File: config.mk
export PLATFORM = sky130hd
export DESIGN_NAME = pwm_gen_multi
export DESIGN_NICKNAME = d
export VERILOG_FILES = /design/src/rtl/pwm_gen_multi.sv
export SDC_FILE = /design/constraint.sdc
export NUM_CORES = 1
export LEC_CHECK = 0
export CAP_MARGIN = 10
export CORE_ASPECT_RATIO = 0.8
export CORE_UTILIZATION = 55
export CTS_BUF_LIST = sky130_fd_sc_hd__clkbuf_2
export CTS_CLUSTER_SIZE = 25
export DETAILED_ROUTE_END_ITERATION = 8
export GPL_ROUTABILITY_DRIVEN = 0
export PLACE_DENSITY = 0.85
export SLEW_MARGIN = 25
export SYNTH_ARGS = -nofsm -noshare
export SYNTH_HDL_FRONTEND = slang
export SYNTH_SLANG_ARGS = --single-unit
File: constraint.sdc
create_clock -name clk -period 6.9 [get_ports clk]
set_input_delay 0.69 -clock clk [delete_from_list [all_inputs] [get_ports clk]]
set_output_delay 0.69 -clock clk [all_outputs]
set_load 0.01 [all_outputs]
File: src/rtl/pwm_gen_multi.sv
// pwm_gen_multi: multi-channel PWM generator sharing one free-running period
// counter, with double-buffered (shadowed) period/mode/compare configuration.
// Optional feature macro: PWM_CENTER_ALIGN_EN builds center-aligned mode 11;
// without it mode 11 behaves as left-aligned and no center-bound logic exists.

module pwm_gen_multi #(
    parameter int CHANNELS = 4,
    parameter int WIDTH    = 16
) (
    input  logic                      clk,
    input  logic                      rst,
    input  logic                      pwm_en,
    input  logic [WIDTH-1:0]          period,
    input  logic [2*CHANNELS-1:0]     functions,
    input  logic [CHANNELS*WIDTH-1:0] compare1,
    input  logic [CHANNELS*WIDTH-1:0] compare2,
    input  logic                      update_req,
    output logic                      update_pending,
    output logic [WIDTH-1:0]          count_val,
    output logic                      period_tick,
    output logic [CHANNELS-1:0]       pwm_out
);

    // Active (working) copies of the configuration; channel logic reads only these.
    logic [WIDTH-1:0]          period_a;
    logic [2*CHANNELS-1:0]     functions_a;
    logic [CHANNELS*WIDTH-1:0] compare1_a;
    logic [CHANNELS*WIDTH-1:0] compare2_a;

    logic                      wrap;
    logic                      load;
    logic [CHANNELS-1:0]       pwm_nxt;

`ifdef PWM_CENTER_ALIGN_EN
    logic [CHANNELS-1:0][WIDTH:0] lo_a;
    logic [CHANNELS-1:0][WIDTH:0] hi_a;

    // Center window {hi, lo} in WIDTH+1 bits; a compare covering the whole
    // period saturates to the full window so the output stays high.
    function automatic logic [2*WIDTH+1:0] center_bounds(
        input logic [WIDTH-1:0] per,
        input logic [WIDTH-1:0] cmp
    );
        logic [WIDTH:0] span;
        logic [WIDTH:0] cmpx;
        logic [WIDTH:0] lo;
        logic [WIDTH:0] hi;
        span = {1'b0, per} + (WIDTH+1)'(1);
        cmpx = {1'b0, cmp};
        if (cmpx >= span) begin
            lo = '0;
            hi = span;
        end else begin
            lo = (span - cmpx) >> 1;
            hi = lo + cmpx;
        end
        return {hi, lo};
    endfunction
`endif

    // The wrap cycle is the period boundary; the tick is only meaningful while enabled.
    assign wrap        = pwm_en && (count_val == period_a);
    assign period_tick = wrap;

    // Disabled: track inputs continuously. Enabled: load only at the boundary,
    // either for a queued request or one arriving exactly on the wrap cycle.
    assign load = !pwm_en || (wrap && (update_pending || update_req));

    // Shadow-to-active transfer of period, modes and compares.
    always_ff @(posedge clk or posedge rst) begin
        if (rst) begin
            period_a    <= '0;
            functions_a <= '0;
            compare1_a  <= '0;
            compare2_a  <= '0;
        end else if (load) begin
            period_a    <= period;
            functions_a <= functions;
            compare1_a  <= compare1;
            compare2_a  <= compare2;
        end
    end

`ifdef PWM_CENTER_ALIGN_EN
    // Center bounds are precomputed at load so the per-cycle compare is cheap.
    always_ff @(posedge clk or posedge rst) begin
        if (rst) begin
            lo_a <= '0;
            hi_a <= '0;
        end else if (load) begin
            for (int i = 0; i < CHANNELS; i++) begin
                {hi_a[i], lo_a[i]} <= center_bounds(period, compare1[WIDTH*i +: WIDTH]);
            end
        end
    end
`endif

    // Pending flag: set by a request, cleared by the load that consumes it.
    always_ff @(posedge clk or posedge rst) begin
        if (rst) begin
            update_pending <= 1'b0;
        end else if (load) begin
            update_pending <= 1'b0;
        end else if (update_req) begin
            update_pending <= 1'b1;
        end
    end

    // Shared timebase: counts 0..period_a, holds while disabled.
    always_ff @(posedge clk or posedge rst) begin
        if (rst) begin
            count_val <= '0;
        end else if (pwm_en) begin
            count_val <= wrap ? '0 : count_val + WIDTH'(1);
        end
    end

    // Per-channel duty decision from the current count and the active compares.
    always_comb begin
        pwm_nxt = '0;
        for (int i = 0; i < CHANNELS; i++) begin
            case (functions_a[2*i +: 2])
                2'b01: pwm_nxt[i] = (count_val >= compare1_a[WIDTH*i +: WIDTH]);
                2'b10: pwm_nxt[i] = (count_val >= compare1_a[WIDTH*i +: WIDTH]) &&
                                    (count_val <  compare2_a[WIDTH*i +: WIDTH]);
`ifdef PWM_CENTER_ALIGN_EN
                2'b11: pwm_nxt[i] = ({1'b0, count_val} >= lo_a[i]) &&
                                    ({1'b0, count_val} <  hi_a[i]);
`endif
                default: pwm_nxt[i] = (count_val < compare1_a[WIDTH*i +: WIDTH]);
            endcase
        end
    end

    // Registered outputs, frozen while disabled.
    always_ff @(posedge clk or posedge rst) begin
        if (rst) begin
            pwm_out <= '0;
        end else if (pwm_en) begin
            pwm_out <= pwm_nxt;
        end
    end

endmodule

### Word-level counts from Yosys, hierarchy flattened

Index checks and enable logic that the tools add are counted.

* add/subtract/negate cells: 1
* multiply operators: 0
* divide/modulo/power cells: 0
* magnitude comparators: 12
* equal/unequal tests: 9
* shifts and indexed selects: 0
* muxes and demuxes: 7
* bitwise logic cells: 0
* reduce and logical (&&, ||, !) cells: 10

Operator list (number)
* < comparator 16 bit: 8
* greater-or-equal comparator 16 bit: 4
* adder 16 x 1 -> 16 bit, second input constant: 1
* equality test 16 bit: 1
* 2-to-1 mux 16 bit: 1
* equality test 2 x 1 -> 1 bit, second input constant: 4
* equality test 2 bit, second input constant: 4
* one-hot mux 1 bit (2 select lines): 4
* logical AND 1 bit: 6
* logical OR 1 bit: 2
* 2-to-1 mux 1 bit: 2
* nonzero test 2 bit: 1
* zero test 1 bit: 1

* register bits after elaboration: 173
* latch bits: 0
* bits in writable memories: 0
* bits in read-only memories: 0
* word-level logic and storage cells: 46
* memories: 0

### Depth between registers and ports, before layout

* depth in word-level cells: 5
* depth in mapped cells: 9
* gate-level depth less buffers: 8

### Worst setup path after synthesis

No wires, ideal clock.

* path type: register -> output
* start point: register count_val[11]
* end point: output port period_tick
* arrival time: 1.957 ns
* required time: 6.210 ns
* slack: 4.253 ns
* stages on the path, launching flop included: 7
* buffers on the path: 1
* path through: dfrtp_1 xnor2_1 and4_1 nand4_1 or4_4 inv_1 clkbuf_1

* longest elaborated chain between the ends: 2

RTL lines
* start, declared: line 19 `output logic [WIDTH-1:0] count_val,`
* start signal, assigned: line 114 `count_val <= wrap ? '0 : count_val + WIDTH'(1);`
* equality test 16 bit: line 62 `assign wrap = pwm_en && (count_val == period_a);`
* logical AND 1 bit: line 62
* end, declared: line 20 `output logic period_tick,`

No other way between the ends.

### Final worst setup path

* start point: register count_val[3]
* end point: output port period_tick

Same word-level chain as after synthesis.

==> qor.yml <==
drt:
  initialDrtViolationCount: 433
  route.detailed.drc: 0
  vias: 7405
  wl_um: 24600
  wl_per_cell_um: 18.3
  drt-pass1-iter-count: 4
  antenna_left: 0
  via_per_inst: 5.52
finish:
  multi_input_area_um2: 5130
  final_cell_mix: "177 x clkdlybuf4s50_1, 173 x dfrtp_1, 140 x inv_1"
  final_common_cell: "clkdlybuf4s50_1"
  drive_gt1_frac: 0.105
  seq_area_um2: 4330
  area_delta_synth_final_pct: 22.0
  diodes: 0
  fill_cells: 1306
  fin_nets: 1392
synth:
  yosys_warnings: 0
  synth_nets: 1205
  syn-mean-instance-area_um2: 11.1
  synthFlopType: "dfrtp_1"
  yosysSeqAreaShare: 0.428
  netlist_area_um2: 10100
  ys_seq_elements: 173
  synthCells: 916
  async_flop_share: 1.00
  synth_edf_count: 0
  synth.distinct_cells: 43
grt:
  grt_pass1_wl_um: 39600
  antenna_found_initial: 1
  track_usage: 0.280
  overflow: 0
  grt_max_degree: 111
  grt_pass1_vias: 7572
timing:
  setup_violations: 0
  holdWs_ps: 363
  relSlewSlack: 0.376
  fin_crit_sh: 0.634
  fin_ws_ps: 2520
  clock.fmax_mhz: 228
  final-hold-violation-count: 0
  period_minus_slack_ps: 4380
  tightest_slew_ps: 912
  clock_skew_ps: 40.8
  slew_violations: 0
  setup-tns-final_ps: 0
  rsz0062_at_grt: "no"
setup_path:
  cp.arrival_ps: 3690
  path_max_fanout: 13
  end_kind: "primary output"
  critPathLaunchType: "register"
  crit_type: "register to primary output"
  path_cells: "xnor2_1 -> and4_1 -> nand4_1 -> or4_4 -> inv_1 -> clkdlybuf4s50_1"
  cp_slowest_cell: "dfrtp_1"
  worstPathRequired_ps: 6210
  cpPeakStageDelay_ps: 900
floorplan:
  start_util: 0.574
  row_count: 43
  die_area_um2: 19000
  coreArea_um2: 17600
  ios: 178
  die_width_um: 154
  fp.dieH_um: 123
clock_network:
  cts_tree: "yes"
  numCtsBuffers: 17
  cts_htree_levels: 4
  clkTransAtPathRegs_ps: 250
  cts.sinks: 173
  cts_setup_buffers: 0
  cts.root.buffer_cell: "clkbuf_2"
  cts_resized: 0
  cts_hold_buf: 0
  cts_buffer_depth: 2
  clk_latency_ps: 800
hold_path:
  hp-class: "primary input to async pin"
flow_run:
  cap_violations: 0
status:
  status: "finished clean"
power:
  p_leak_nw: 5.93
  vdd_ir_drop_max_mv: 0.123
  power_mw: 2.52
  power_density_nw_per_um2: 204
placement:
  dp_slack_ps: 2820
  placement.io_buffers: 177
  place_hpwl_um: 17600
## through the flow
step | instance area [um2] | utilization | cells
2_1_floorplan | 10100 | - | 916
3_3_place_gp | 12100 | 0.687 | 1309
3_5_place_dp | 12100 | 0.687 | 1309
4_1_cts | 12300 | 0.700 | 1341
5_1_grt | 12400 | 0.700 | 1341
6_report | 12400 | 0.700 | 1341
## state kept, by name (all words and copies together), names as in the netlist
register        cells
compare1_a         64
compare2_a         64
count_val          16
period_a           16
pwm_out             4
update_pending      1
functions_a         8
## kinds of logic after synthesis
family	after synthesis	synth area share
mux	153	0.170
simple gates	154	0.0761
compound gates	112	0.0692
fa+ha+maj	133	0.164
xor+xnor	30	0.0259
flops	173	0.428
buf+inv	161	0.0668
## power breakdown
part / internal, mW / switching, mW
Sequential: 1.12 / 0.111
Clock: 0.166 / 0.362
Combinational: 0.376 / 0.383
Total: 1.66 / 0.855
## cell type report
cell class | instances | share of cell area
clock inverter | 12 | 0.00993
inverter | 141 | 0.0435
sequential | 173 | 0.350
tap | 225 | 0.0228
clock buffer | 20 | 0.00810
multi-input combinational | 582 | 0.415
timing repair buffer | 188 | 0.150
## per-layer routing
| metal | GRT usage | routed length, um | vias up |
|---|---|---|---|
| li1 | - | - | 3570 |
| met1 | 0.381 | 10900 | 3566 |
| met2 | 0.454 | 11400 | 232 |
| met3 | 0.0543 | 1750 | 35 |
| met4 | 0.0900 | 461 | 2 |
| met5 | 0 | 12 | - |
## synthesized netlist by cell type, drive strengths merged (4+ instances only)
cell,count,area [um2]
a31oi,8,50.1
xor2,12,105
and4,6,52.6
or3,7,43.8
dfrtp,173,4330
o22ai,4,25.0
xnor2,18,158
nand3,13,65.1
nor3,6,30.0
o21ai,22,114
clkbuf,4,15.0
a21o,8,60.1
buf,16,133
nor3b,4,30.0
a21oi,41,205
a221oi,4,35.0
ha,133,1660
nand2,44,165
inv,141,529
nor2,34,128
mux2,152,1710
o21a,6,45.0
nand4,26,163
a2111oi,7,61.3
## path summary, 6_finish.rpt
kind	startpoint	end	slack [ps]	cells after the start
hold reg to reg	compare1_a[35]	compare1_a[35]	510	1
min in group clk	period[0]	period_a[0]	470	2
setup / recovery	count_val[3]	period_tick	2520	6
setup reg to reg	count_val[3]	compare2_a[63]	3090	8
max in group asynchronous	rst	pwm_out[1]	5240	3
hold / removal	rst	compare2_a[36]	360	2
## critical path: cells and delay by family, from the launching register on
family,cells,cell delay (ps)
buf+inv,2,910
simple gates,3,870
flops,1,900
xor+xnor,1,210
No activity file was read; power rests on OpenSTA's default activity.
